### config.mk
export PLATFORM = sky130hd
export DESIGN_NAME = multi_game_timer
export DESIGN_NICKNAME = d
export VERILOG_FILES = /design/src/rtl/game_timer_pkg.sv /design/src/rtl/game_timer_channel.sv /design/src/rtl/multi_game_timer.sv
export SDC_FILE = /design/constraint.sdc
export NUM_CORES = 1
export LEC_CHECK = 0
export BUFFER_PORTS_ARGS = -buffer_cell sky130_fd_sc_hd__buf_2
export CAP_MARGIN = 20
export CORE_MARGIN = 2
export CORE_UTILIZATION = 50
export CTS_CLUSTER_SIZE = 16
export DETAILED_ROUTE_END_ITERATION = 10
export GPL_ROUTABILITY_DRIVEN = 0
export GPL_TIMING_DRIVEN = 0
export PLACE_DENSITY = 0.67
export SLEW_MARGIN = 20
export SYNTH_ARGS = -nofsm -noshare
export SYNTH_HDL_FRONTEND = slang
export SYNTH_SLANG_ARGS = --single-unit
### constraint.sdc
create_clock -name clk -period 3.6 [get_ports clk]
set_input_delay 0.18 -clock clk [delete_from_list [all_inputs] [get_ports clk]]
set_output_delay 0.18 -clock clk [all_outputs]
set_load 0.01 [all_outputs]
### src/rtl/game_timer_pkg.sv
// rtl/game_timer_pkg.sv - shared channel mode type and default sizing for multi_game_timer
package game_timer_pkg;

    typedef enum logic {
        ONE_SHOT = 1'b0,
        PERIODIC = 1'b1
    } mode_e;

    localparam int DEFAULT_WIDTH = 32;
    localparam int DEFAULT_N_CH  = 4;

endpackage

### src/rtl/game_timer_channel.sv
// rtl/game_timer_channel.sv - one down-counting timer channel with one-shot/auto-reload modes
module game_timer_channel
    import game_timer_pkg::*;
#(
    parameter int WIDTH = DEFAULT_WIDTH
) (
    input  logic             clk,
    input  logic             reset,
    input  logic             hold,
    input  logic [WIDTH-1:0] value,
    input  logic             start,
    input  logic             stop,
    input  logic             periodic,
    output logic             running,
    output logic             expired
);

    logic [WIDTH-1:0] counter;
    logic [WIDTH-1:0] reload;
    mode_e            mode;

    // Priority: reset, then stop, then start; a start on the terminal cycle
    // therefore suppresses that cycle's expiry.
    always_ff @(posedge clk) begin
        if (reset) begin
            counter <= '0;
            reload  <= '0;
            mode    <= ONE_SHOT;
            running <= 1'b0;
            expired <= 1'b0;
        end else begin
            expired <= 1'b0;
            if (stop) begin
                running <= 1'b0;
            end else if (start) begin
                counter <= value;
                reload  <= value;
                mode    <= periodic ? PERIODIC : ONE_SHOT;
                running <= 1'b1;
            end else if (running && !hold) begin
                if (counter == '0) begin
                    expired <= 1'b1;
                    if (mode == PERIODIC) begin
                        counter <= reload;
                    end else begin
                        running <= 1'b0;
                    end
                end else begin
                    counter <= counter - WIDTH'(1);
                end
            end
        end
    end

endmodule

### src/rtl/multi_game_timer.sv
// rtl/multi_game_timer.sv - N_CH independent game timers sharing one load value
// Optional GAME_TIMER_PAUSE_EN adds a global pause input that freezes all counters.
module multi_game_timer
    import game_timer_pkg::*;
#(
    parameter int WIDTH = DEFAULT_WIDTH,
    parameter int N_CH  = DEFAULT_N_CH
) (
    input  logic             clk,
    input  logic             reset,
`ifdef GAME_TIMER_PAUSE_EN
    input  logic             pause,
`endif
    input  logic [WIDTH-1:0] value,
    input  logic [N_CH-1:0]  start,
    input  logic [N_CH-1:0]  stop,
    input  logic [N_CH-1:0]  periodic,
    output logic [N_CH-1:0]  running,
    output logic [N_CH-1:0]  expired,
    output logic             any_running
);

    logic hold;

`ifdef GAME_TIMER_PAUSE_EN
    assign hold = pause;
`else
    assign hold = 1'b0;
`endif

    for (genvar i = 0; i < N_CH; i++) begin : g_ch
        game_timer_channel #(
            .WIDTH(WIDTH)
        ) u_ch (
            .clk     (clk),
            .reset   (reset),
            .hold    (hold),
            .value   (value),
            .start   (start[i]),
            .stop    (stop[i]),
            .periodic(periodic[i]),
            .running (running[i]),
            .expired (expired[i])
        );
    end

    assign any_running = |running;

endmodule

# --- Word level (Yosys, flattened, before mapping) ---
# Cells that the tools add are included.
word_totals:
  input_bits: 46
  regBits: 268
  output_inout_bits: 9
op_classes:
  n_eq_ne: 4
  muxes: 40
  n_bitwise: 8
  add_sub_neg: 4
  n_reduce_logical: 25
op_table:
  columns: ["op", "n"]
  rows:
  - ["2-to-1 mux 32 bit", 16]
  - ["zero test 32 bit", 4]
  - ["subtractor 32 x 1 -> 32 bit, second input constant", 4]
  - ["2-to-1 mux 1 bit", 24]
  - ["OR reduction 4 bit", 5]
  - ["!= test 3 x 2 -> 1 bit, second input constant", 4]
  - ["AND reduction 3 bit", 4]
  - ["inverter 1 bit", 8]
  - ["AND reduction 2 bit", 4]
  - ["nonzero test 2 bit", 4]
  - ["OR reduction 2 bit", 4]

# --- Logic depth before layout (Yosys ltp) ---
logic_depth:
  word_depth: 4
  ltp_mapped: 11

# --- Modules after synthesis ---
# Synthesis repeated with hierarchy kept, for this count alone.
hier_totals:
  hier_cells: 1966
  hier_area_um2: 14958.1
by_module_without_submodules:
  columns: ["mod", "n_inst", "cells_per_inst", "area_per_inst_um2"]
  rows:
  - ["game_timer_channel at g_ch[0].u_ch ...", 2, 491, 3767.4]
  - ["game_timer_channel at g_ch[2].u_ch ...", 2, 491, 3706.1]
  - ["multi_game_timer", 1, 2, 11.3]

# --- Worst setup path after synthesis ---
# Ideal clock, no wire load.
synth_timing:
  path_kind: "flip-flop to flip-flop"
  start: "reg g_ch[0].u_ch.counter[18]"
  end: "reg g_ch[0].u_ch.counter[11]"
  slack_ps: 999
  setup_time_ps: 122
  path_stages_with_launch: 10
  required_time_ps: 3478
  t_arrival_ps: 2479
  path_buffers: 4
  path_cell_list: "dfxtp_1 -> or4_4 -> or3_1 -> buf_6 -> or4_4 -> buf_6 -> buf_6 -> buf_2 -> o211ai_1 -> a21oi_1"
synth_between:
  elab_chain_len: 4
synth_rtl:
  columns: ["item", "line_no", "source"]
  rows:
  - ["start, declared", "game_timer_channel.sv:18", "logic [WIDTH-1:0] counter;"]
  - ["start signal, assigned", "game_timer_channel.sv:36", "counter <= value;"]
  - ["start signal, assigned", "game_timer_channel.sv:44", "counter <= reload;"]
  - ["start signal, assigned", "game_timer_channel.sv:49", "counter <= counter - WIDTH'(1);"]
  - ["zero test 32 bit *", "game_timer_channel.sv:41", "if (counter == '0) begin"]
  - ["2-to-1 mux 32 bit", "game_timer_channel.sv:41", null]
  - ["2-to-1 mux 32 bit", "game_timer_channel.sv:40", "end else if (running && !hold) begin"]
  - ["2-to-1 mux 32 bit", "game_timer_channel.sv:35", "end else if (start) begin"]
# Mark *: on every way between the ends. The rest lies on a longest branch, timed or not. The select of a mux whose other input is x is not followed.
# A chain may end at the register's enable or synchronous reset.

# --- Worst setup path in the final report ---
layout_timing:
  start: "reg g_ch[1].u_ch.counter[12]"
  end: "reg g_ch[1].u_ch.counter[5]"
layout_between:
  elab_chain_len: 4
layout_rtl:
  columns: ["item", "line_no"]
  rows:
  - ["start, declared", "game_timer_channel.sv:18"]
  - ["start signal, assigned", "game_timer_channel.sv:36"]
  - ["start signal, assigned", "game_timer_channel.sv:44"]
  - ["start signal, assigned", "game_timer_channel.sv:49"]
  - ["zero test 32 bit *", "game_timer_channel.sv:41"]
  - ["2-to-1 mux 32 bit", "game_timer_channel.sv:41"]
  - ["2-to-1 mux 32 bit", "game_timer_channel.sv:40"]
  - ["2-to-1 mux 32 bit", "game_timer_channel.sv:35"]
# Marks and branches as above.

==> results.toml <==
[status]
status = "complete, no violations"

[synth]
ys_ff_latch = 268
netlist_area_sq_mm = 0.0144
synth-edff-count = 0
yosysSeqAreaShare = 0.373
synth-compound-area-share = 0.256
synth_ff_type = "dfxtp_1"
netlist_instances = 1943
synth_top_area_frac = 0.373
synth.avg_cell_area_sq_um = 7.41
ys_types = 79
yosys-mux-area-fraction = 0.00365
synthSimpleGateAreaFrac = 0.254
yosys.area_share.xor_xnor = 0.0402
synth.area.top_cells = "dfxtp_1 37%, nand2_1 11%, a21oi_1 7.3%, o21ai_0 3.4%, o211ai_1 3.3%"
synth_fa_ha_area_frac = 0.00695
yosys_warnings = 0
synth_fp_nets = 1997
synthArstFlopShare = 0
synth_top_family_by_area = "compound AO/OA/AOI/OAI gates"
yosysTopAreaCell = "dfxtp_1"

[global_routing]
grt_pass1_vias = 14109
grt_overflow = 0
antenna_found_initial = 2
grt.total_usage = 0.337
grt_max_degree = 15
grt_pass1_wl_mm = 80.8

[cts]
cts_tree = "done"
cts_buffer_depth = 3
numCtsBuffers = 29
post_cts_buffers = 0
clk_latency_ns = 0.57
clock_sinks = 268
cts.clk_slew.worst_paths_ns = 0.06
cts.htree.levels = 1
cts_root_buffer = "clkbuf_16"

[pwr]
seq_power_share = 0.410
power_frac_clock = 0.391
leakagePower_nw = 5.99
comb_power_share = 0.199
p_sw_w = 0.00254
internal-power_w = 0.00559
powerDensity_mw_per_mm2 = 505
ir_drop_uv = 389
swShare = 0.312

[placed_design]
io_buffers = 25
hpwl_mm = 36.2

[floorplan]
die_y_um = 174
chipWidth_um = 174
io_pins = 55
start_util = 0.504
core_area_sq_mm = 0.0285
num_rows = 62
die_area_sq_mm = 0.0302

[timing]
period_share = 0.915
fin_crit_ns = 3.29
setup_violations = 0
hold_violations = 0
fmax_mhz = 304
worst_pin_slew_ns = 1.12
skew_ns = 0.0101
slew_headroom = 0.249
slew_viol_final = 0
setup_tns_ns = 0
rsz0062_at_grt = "false"

[detailed_routing]
vias = 15366
via_per_inst = 6.37
firstDrtPassIters = 7
finalWirelength_mm = 52.9
wl_per_cell_um = 21.9
drtIter0Drc = 1741
drc = 0
antenna_violating_nets_post_route = 0

[worst_setup_path]
critPathMaxFanout = 10
crit_path_start_kind = "flop"
cp_top_family = "simple AND/OR/NAND/NOR gates"
critPathKind = "flop to flop"
cp.arrival_ns = 3.71
crit_chain = "or4_1, nor4_4, nand4_1, clkbuf_1, clkbuf_1, o211ai_1, a31oi_1"
worstPathRequired_ns = 4.01
end_kind = "flop"
slowest_delay_ns = 0.69
cpMaxStageDelayCell = "or4_1"
path_buf_inv = 2
crit_top_cell = "clkbuf_1"

[final_layout]
fin_nets = 2059
nFillCells = 2841
most-common-layout-cells = "426 x nand2_1, 268 x dfxtp_1, 211 x a21oi_1, 123 x clkbuf_1, 111 x nor2_1"
syn_to_final_growth_pct = 11.8
final_common_cell = "nand2_1"
drive_gt1_frac = 0.0794
utilization = 0.564

[worst_hold_path]
min_path_type = "input pin to flop"

[flow_run]
cap_violations = 0
==> stage by stage <==
step	power, W	setup WS, ns	hold WS [ns]	cell area [sq um]	cells
floorplan	0.00448	0.999	0.316	14400	1943
global placement	0.00491	0.277	0.426	15000	2352
finish	0.00813	0.307	0.0252	16100	2414
detailed placement	0.00494	0.246	0.442	15000	2352
global route	0.00842	0.0963	0.0251	16100	2412
CTS	0.00807	0.178	0.0111	16100	2412
==> power groups by stage <==
stage	combinational, W	clock, W	sequential, W
5_1_grt	0.00176	0.00331	0.00335
3_5_place_dp	0.00155	0	0.00339
6_report	0.00162	0.00317	0.00333
3_3_place_gp	0.00153	0	0.00338
4_1_cts	0.00157	0.00318	0.00332
2_1_floorplan	0.00115	0	0.00333
==> cells by family (layout without fill, tap and decap cells) <==
kind of cell             count (synthesis)  after routing
XOR/XNOR                                66             66
other                                    0              2
AO/OA/AOI/OAI                          577            577
AND/OR/NAND/NOR                        796            796
adder cells (fa/ha/maj)                  8              8
multiplexers                             5              5
buffers and inverters                  223            308
flip-flops                             268            268
==> final timing paths <==
kind	slack, ns	cells after the start	to	start
max	0.31	7	g_ch[1].u_ch.counter[5]	g_ch[1].u_ch.counter[12]
min	0.03	3	g_ch[0].u_ch.expired	stop[0]
max reg2reg	0.31	7	g_ch[1].u_ch.counter[5]	g_ch[1].u_ch.counter[12]
min reg2reg	0.45	2	g_ch[2].u_ch.reload[0]	g_ch[2].u_ch.reload[0]
==> per-layer routing <==
layer,wire length (um),track usage,up-vias
met5,0,0,-
met4,3180,0.179,0
met3,5030,0.0627,197
met2,23000,0.524,851
met1,21700,0.447,7222
li1,-,-,7096
==> layout make-up <==
class / count / area, sq um / area share
multi-input cells: 1452 / 8100 / 0.503
diodes: 2 / 5.00 / 0.000311
clock inverters: 15 / 161 / 0.0100
repair buffers: 31 / 185 / 0.0115
plain buffers: 178 / 785 / 0.0487
flip-flops and latches: 268 / 5370 / 0.333
clock buffers: 39 / 853 / 0.0530
inverters: 45 / 169 / 0.0105
well taps: 384 / 480 / 0.0298
==> timing repair <==
| item | in CTS | in global routing |
|---|---|---|
| setup endpoints to repair | 0 | 10 |
| hold buffers | 6 | 0 |
| hold endpoints to repair | 6 | 0 |
| gates resized for setup | 0 | 1 |
==> Yosys cell counts, drive strengths merged (11+ instances only) <==
cell type	n
a311oi	31
a21oi	211
nand2	426
xnor2	36
buf	30
nor2	111
o21ai	104
inv	44
a31oi	46
or3	16
nand4	19
nand3	34
xor2	30
o211ai	63
and3	13
a221oi	18
a211o	22
a211oi	11
nor4	39
nor3	61
clkbuf	148
or4	23
dfxtp	268
==> registers in the layout, summed over array words and instances (netlist names) <==
name               flops
g_ch.u_ch.expired      4
g_ch.u_ch.reload     128
g_ch.u_ch.mode         4
g_ch.u_ch.running      4
g_ch.u_ch.counter    128
==> worst register-to-register path, delay by kind of cell, from the launching register on <==
kind / cells / cell delay, ns
AOI/OAI and AO/OA: 2 / 0.36
buffers and inverters: 2 / 0.79
and+or+nand+nor: 3 / 1.62
DFF: 1 / 0.37
Note: power is estimated with default switching activity, not from simulation.
